--- src/rtl/read_req_gen_if.sv ---
// Read handshake between the frame read request generator and the DDR3 read
// controller: the request level, the selected bank and the two replies.
interface read_req_gen_if;
  logic       read_req;
  logic       read_req_ack;
  logic [1:0] read_addr_index;
  logic       read_frame_done;

  // Request generator side.
  modport master (
    output read_req,
    output read_addr_index,
    input  read_req_ack,
    input  read_frame_done
  );

  // DDR3 read controller side.
  modport slave (
    input  read_req,
    input  read_addr_index,
    output read_req_ack,
    output read_frame_done
  );
endinterface

--- src/rtl/read_req_gen.sv ---
// Display-side frame read request generator. Each rising edge of video_vsync
// requests the newest completed write bank, or re-reads the previous bank when
// no new frame has arrived. The request is held until it is acknowledged or
// times out, and the frame is then tracked until the reader reports it done.
module read_req_gen #(
  parameter int BANK_NUM    = 3,
  parameter int ACK_TIMEOUT = 1023
) (
  input  logic           pclk,
  input  logic           rst,
  input  logic           video_vsync,
  input  logic           wr_frame_done,
  input  logic [1:0]     wr_done_index,
  read_req_gen_if.master rd,
  output logic           frame_repeat,
  output logic           frame_overrun,
  output logic           ack_timeout
);

  localparam logic [2:0]  BANK_LIM = 3'(BANK_NUM);
  localparam logic [15:0] TO_LAST  = 16'(ACK_TIMEOUT - 1);

  typedef enum logic [1:0] {IDLE, REQ, ACTIVE} state_e;

  state_e      state, state_nx;
  logic        vs_d0, vs_d1;
  logic [1:0]  latest_idx, latest_idx_nx;
  logic        latest_valid, latest_valid_nx;
  logic        fresh, fresh_nx;
  logic        sel_new, sel_new_nx;   // current request picked a new bank
  logic [15:0] to_cnt, to_cnt_nx;
  logic        req_q, req_nx;
  logic [1:0]  idx_q, idx_nx;
  logic        repeat_nx, overrun_nx, timeout_nx;
  logic        frame_start;
  logic        wr_ok;

  assign frame_start = vs_d0 & ~vs_d1;
  // Indices at or beyond BANK_NUM are discarded without touching the tracker.
  assign wr_ok       = wr_frame_done && ({1'b0, wr_done_index} < BANK_LIM);

  assign rd.read_req        = req_q;
  assign rd.read_addr_index = idx_q;

  // Next-state, tracker and registered-output decode.
  always_comb begin
    // NOTE: every signal gets a default before any branch, so no path can
    // leave one unassigned and infer a latch.
    state_nx        = state;
    latest_idx_nx   = latest_idx;
    latest_valid_nx = latest_valid;
    fresh_nx        = fresh;
    sel_new_nx      = sel_new;
    to_cnt_nx       = to_cnt;
    req_nx          = req_q;
    idx_nx          = idx_q;
    repeat_nx       = 1'b0;
    overrun_nx      = 1'b0;
    timeout_nx      = 1'b0;

    // Only the newest completed frame is remembered.
    if (wr_ok) begin
      latest_idx_nx   = wr_done_index;
      latest_valid_nx = 1'b1;
      fresh_nx        = 1'b1;
    end

    unique case (state)
      IDLE: begin
        if (frame_start && (latest_valid || wr_ok)) begin
          req_nx    = 1'b1;
          to_cnt_nx = '0;
          state_nx  = REQ;
          if (fresh || wr_ok) begin
            // A same-cycle write bypasses straight into the read index.
            idx_nx     = wr_ok ? wr_done_index : latest_idx;
            fresh_nx   = 1'b0;
            sel_new_nx = 1'b1;
          end else begin
            repeat_nx  = 1'b1;
            sel_new_nx = 1'b0;
          end
        end
      end
      REQ: begin
        overrun_nx = frame_start;
        if (rd.read_req_ack) begin
          req_nx   = 1'b0;
          state_nx = ACTIVE;
        end else if (to_cnt == TO_LAST) begin
          req_nx     = 1'b0;
          timeout_nx = 1'b1;
          state_nx   = IDLE;
          // An abandoned new bank is still unread, so offer it again.
          if (sel_new) fresh_nx = 1'b1;
        end else begin
          to_cnt_nx = to_cnt + 16'd1;
        end
      end
      ACTIVE: begin
        overrun_nx = frame_start;
        if (rd.read_frame_done) state_nx = IDLE;
      end
      default: state_nx = IDLE;
    endcase
  end

  // State register, vsync edge detector and registered outputs.
  always_ff @(posedge pclk) begin
    // NOTE: sequential state uses non-blocking assignments only, so every
    // register samples pre-edge values regardless of statement order.
    if (rst) begin
      state         <= IDLE;
      vs_d0         <= 1'b0;
      vs_d1         <= 1'b0;
      latest_idx    <= '0;
      latest_valid  <= 1'b0;
      fresh         <= 1'b0;
      sel_new       <= 1'b0;
      to_cnt        <= '0;
      req_q         <= 1'b0;
      idx_q         <= '0;
      frame_repeat  <= 1'b0;
      frame_overrun <= 1'b0;
      ack_timeout   <= 1'b0;
    end else begin
      state         <= state_nx;
      vs_d0         <= video_vsync;
      vs_d1         <= vs_d0;
      latest_idx    <= latest_idx_nx;
      latest_valid  <= latest_valid_nx;
      fresh         <= fresh_nx;
      sel_new       <= sel_new_nx;
      to_cnt        <= to_cnt_nx;
      req_q         <= req_nx;
      idx_q         <= idx_nx;
      frame_repeat  <= repeat_nx;
      frame_overrun <= overrun_nx;
      ack_timeout   <= timeout_nx;
    end
  end

endmodule

--- src/flat_wrapper.sv ---
// flat-port wrapper written by rule: the top's interface ports become plain ports
module read_req_gen_flat 
#(
  parameter int BANK_NUM    = 3,
  parameter int ACK_TIMEOUT = 1023
)
  (pclk, rst, video_vsync, wr_frame_done, wr_done_index, frame_repeat, frame_overrun, ack_timeout, rd_read_req, rd_read_addr_index, rd_read_req_ack, rd_read_frame_done);
  read_req_gen_if rd_i ();
  input  logic pclk;
  input  logic rst;
  input  logic video_vsync;
  input  logic wr_frame_done;
  input  logic [1:0] wr_done_index;
  output logic frame_repeat;
  output logic frame_overrun;
  output logic ack_timeout;
  output wire logic [$bits(rd_i.read_req)-1:0] rd_read_req;
  output wire logic [$bits(rd_i.read_addr_index)-1:0] rd_read_addr_index;
  input wire logic [$bits(rd_i.read_req_ack)-1:0] rd_read_req_ack;
  input wire logic [$bits(rd_i.read_frame_done)-1:0] rd_read_frame_done;
  assign rd_read_req = rd_i.read_req;
  assign rd_read_addr_index = rd_i.read_addr_index;
  assign rd_i.read_req_ack = rd_read_req_ack;
  assign rd_i.read_frame_done = rd_read_frame_done;
  read_req_gen #(.BANK_NUM(BANK_NUM), .ACK_TIMEOUT(ACK_TIMEOUT)) u_core (.pclk(pclk), .rst(rst), .video_vsync(video_vsync), .wr_frame_done(wr_frame_done), .wr_done_index(wr_done_index), .rd(rd_i), .frame_repeat(frame_repeat), .frame_overrun(frame_overrun), .ack_timeout(ack_timeout));
endmodule
--- config.mk ---
export PLATFORM = sky130hd
export DESIGN_NAME = read_req_gen_flat
export DESIGN_NICKNAME = d
export VERILOG_FILES = /design/src/rtl/read_req_gen_if.sv /design/src/rtl/read_req_gen.sv /design/src/flat_wrapper.sv
export SDC_FILE = /design/constraint.sdc
export NUM_CORES = 1
export LEC_CHECK = 0
export ABC_AREA = 1
export BUFFER_PORTS_ARGS = -buffer_cell sky130_fd_sc_hd__buf_2
export CAP_MARGIN = 20
export CORE_AREA = 2 2 72 74
export DETAILED_ROUTE_END_ITERATION = 10
export DIE_AREA = 0 0 74 76
export GPL_TIMING_DRIVEN = 0
export PLACE_DENSITY = 0.58
export SLEW_MARGIN = 20
export SYNTH_ARGS = -nofsm -noshare
export SYNTH_HDL_FRONTEND = slang
export SYNTH_SLANG_ARGS = --single-unit
export TNS_END_PERCENT = 50
--- constraint.sdc ---
create_clock -name pclk -period 3.1 [get_ports pclk]
set_clock_uncertainty 0.2 [all_clocks]
set_input_delay 0.155 -clock pclk [delete_from_list [all_inputs] [get_ports pclk]]
set_output_delay 0.155 -clock pclk [all_outputs]
set_load 0.005 [all_outputs]
==> results.tsv <==
stage	metric	value	unit
die	Die W	74	um
logic_synthesis	Netlist cell types	28	
critical_path	crit path buf inv count	5	
logic_synthesis	flops & latches, synth	31	
global_route	first-pass GRT wire length	7150	um
run	max-cap viol count	0	
worst_hold_path	worst min path class	primary input to flip-flop	
place	Setup WS pre-CTS	1.13	ns
die	Initial Util	0.365	
global_route	grt ovf	0	
logic_synthesis	post-synth top area cell	dfxtp_1	
clocking	clock root cell	clkbuf_8	
critical_path	Largest stage delay, worst path	0.33	ns
final_layout	share of layout cells above drive strength 1	0.182	
final_layout	Multi-input gate area	0.00100	mm^2
sta	min Tclk post-route	1.98	ns
logic_synthesis	top_reg_cell synth	dfxtp_1	
clocking	Sink Count	31	
global_route	initial antenna violation count	0	
die	row count	26	
sta	worst setup margin	1.12	ns
critical_path	worst setup path category	flip-flop to flip-flop	
logic_synthesis	Syn Std Cell Area	0.00179	mm^2
sta	Max Clock Freq	0.506	GHz
clocking	post-CTS setup buffer count	0	
pwr	Max IR drop VDD	0.165	mV
pwr	power per standard cell area	483	mW/mm^2
critical_path	critical path depth	11	
clocking	CTS max path bufs	2	
clocking	cts bufs inserted	5	
die	core area	0.00491	mm^2
logic_synthesis	syn_area_per_cell	6.74	um^2
clocking	CTS tree	done	
logic_synthesis	Post-synth EDFFs	0	
drt	DRC violation count after routing	0	
critical_path	CP Max Fanout	10	
logic_synthesis	synth top area cells	dfxtp_1 35%, nand2_1 14%, nor2_1 9.8%	
global_route	largest net degree at the start of global routing	11	
critical_path	CP max-delay cell	dfxtp_1	
sta	Hold Violations, Final	0	
logic_synthesis	syn nets	279	
sta	Fin Setup TNS	0	ns
sta	Slew headroom	0.571	
critical_path	reg2reg path depth	11	
sta	Final Cycle Share	0.637	
pwr	Leak Pwr	0.000812	uW
logic_synthesis	most frequent cell after synthesis	nand2_1	
logic_synthesis	Synth top area share	0.346	
critical_path	crit-path cells	inv_1 -> ha_1 -> inv_2 -> nor2_2 -> inv_1 -> nand2_2 -> nand3_4 -> inv_4 -> buf_12 -> nand2_2 -> a21oi_2	
clocking	H-tree Lvls	2	
sta	unrepaired setup endpoints after global routing	no	
final_layout	Reg area	621	um^2
final_layout	FILL cells	539	
place	hpwl dp	3000	um
logic_synthesis	Mapped Cells	266	
logic_synthesis	register area share after synthesis	0.346	
critical_path	CP Capture Type	flip-flop	
global_route	vias in the first global route	1555	
final_layout	n_diodes	0	
die	IO Pins	14	
drt	Routed WL per cell	11.2	um
die	Die Area	0.00562	mm^2
final_layout	Area Growth Syn to Fin	17.6	%
drt	Detailed Routing Iterations Pass 1	4	
place	routability cong.	0.866	
critical_path	type of origin of the critical path	flip-flop	
die	die height	76	um
drt	Routed Antenna Nets	0	
drt	via count	1691	
critical_path	Crit path required time	3.11	ns
logic_synthesis	Yosys warnings	0	
run_status	status	completed	
drt	DR iter-0 viols	100	
sta	final setup violation count	0	
clocking	Skew-Pair Late Insertion Delay	0.28	ns
critical_path	critical path arrival	1.99	ns
sta	fin. max-slew vios	0	
logic_synthesis	Synth top cells by count	67 x nand2_1, 47 x nor2_1, 31 x dfxtp_1, 27 x inv_1, 15 x nand3_1	
sta	Slew @ Worst Pin	0.643	ns
logic_synthesis	asr flop ratio synth	0	
critical_path	CP delay by family, top	buffers and inverters	
clocking	clock slew at reported path FFs	0.07	ns
global_route	All-Layer GR Usage	0.162	
worst_hold_path	hold depth	2	
final_layout	nets@finish	303	
drt	DR vias/cell	4.68	
place	number of port buffers	12	
drt	routed wire length	4060	um
-- worst paths after layout --
check                       start                end  slack [ns]
setup / recovery  u_core.state[1]  u_core.to_cnt[12]        1.12
hold / removal                rst   u_core.to_cnt[5]        0.04
setup reg to reg  u_core.state[1]  u_core.to_cnt[12]        1.12
hold reg to reg      u_core.vs_d0       u_core.vs_d1        0.25
-- layer usage --
layer	wire length [um]	vias up	track usage
li1	-	892	-
met1	2020	770	0.225
met2	1810	23	0.234
met3	160	6	0.0357
met4	77	0	0.0782
met5	0	-	0
-- sequential cells by signal, indices dropped and copies added (netlist names), 2 cells and up --
register / count
u_core.to_cnt: 16
u_core.rd.read_addr_index: 2
u_core.latest_idx: 2
u_core.state: 2
-- cell type report --
type | count | share of cell area
multi-input cells | 198 | 0.477
flip-flops and latches | 31 | 0.295
inverters | 30 | 0.0546
repair buffers | 17 | 0.0523
well taps | 70 | 0.0416
clock buffers | 6 | 0.0392
plain buffers | 7 | 0.0243
clock inverters | 2 | 0.0166
-- placed cells by master, fill, tap and decap left out, drive strengths merged --
master and n:
nand2 80, ha 5, a21oi 22, nand4 8, nand3 16, o22ai 1
bufinv 1, clkinv 1, buf 16, o21bai 1, nor3 1, o21ai 5
xor2 4, clkbuf 9, a22oi 1, dfxtp 31, and3 1, nor2 49
o211ai 1, dlygate4sd3 5, xnor2 3, inv 30
-- worst register-to-register path: stages, from the launching register on --
cell     delay, ns
dfxtp_1       0.33
inv_1         0.07
ha_1          0.33
inv_2         0.15
nor2_2        0.10
inv_1         0.05
nand2_2       0.09
nand3_4       0.15
inv_4         0.13
buf_12        0.15
nand2_2       0.06
a21oi_2       0.10
-- cell families (layout without fill, tap and decap cells) --
group / after synthesis / count (layout) / share of synthesized area
adders and majority gates: 5 / 5 / 0.0349
and+or+nand+nor: 155 / 155 / 0.377
DFF: 31 / 31 / 0.346
buffers and inverters: 37 / 62 / 0.0929
AOI/OAI and AO/OA: 31 / 31 / 0.115
xor gates and xnor gates: 7 / 7 / 0.0342
-- timing repair --
action	CTS	global route
hold buffers	5	0
endpoints found under the setup margin	0	0
endpoints found under the hold margin	5	0
gates resized for setup	0	0
-- power by group --
part / total, uW / internal (uW) / switching, uW
logic: 178 / 58.0 / 120
registers: 424 / 414 / 9.39
clock network: 416 / 260 / 156
total: 1020 / 732 / 285
-- stage by stage --
step,instances,instance area [um^2],utilization,hold WS (ns),power [uW]
final,361,2110,0.429,0.0370,1020
after global routing,361,2110,0.429,0.0896,1080
after CTS,361,2110,0.429,0.0446,1030
after detailed placement,348,1940,0.395,0.165,608
after global placement,348,1940,0.395,0.160,604
after floorplan,266,1790,-,0.0620,558
Note: power is estimated with default switching activity, not from simulation.
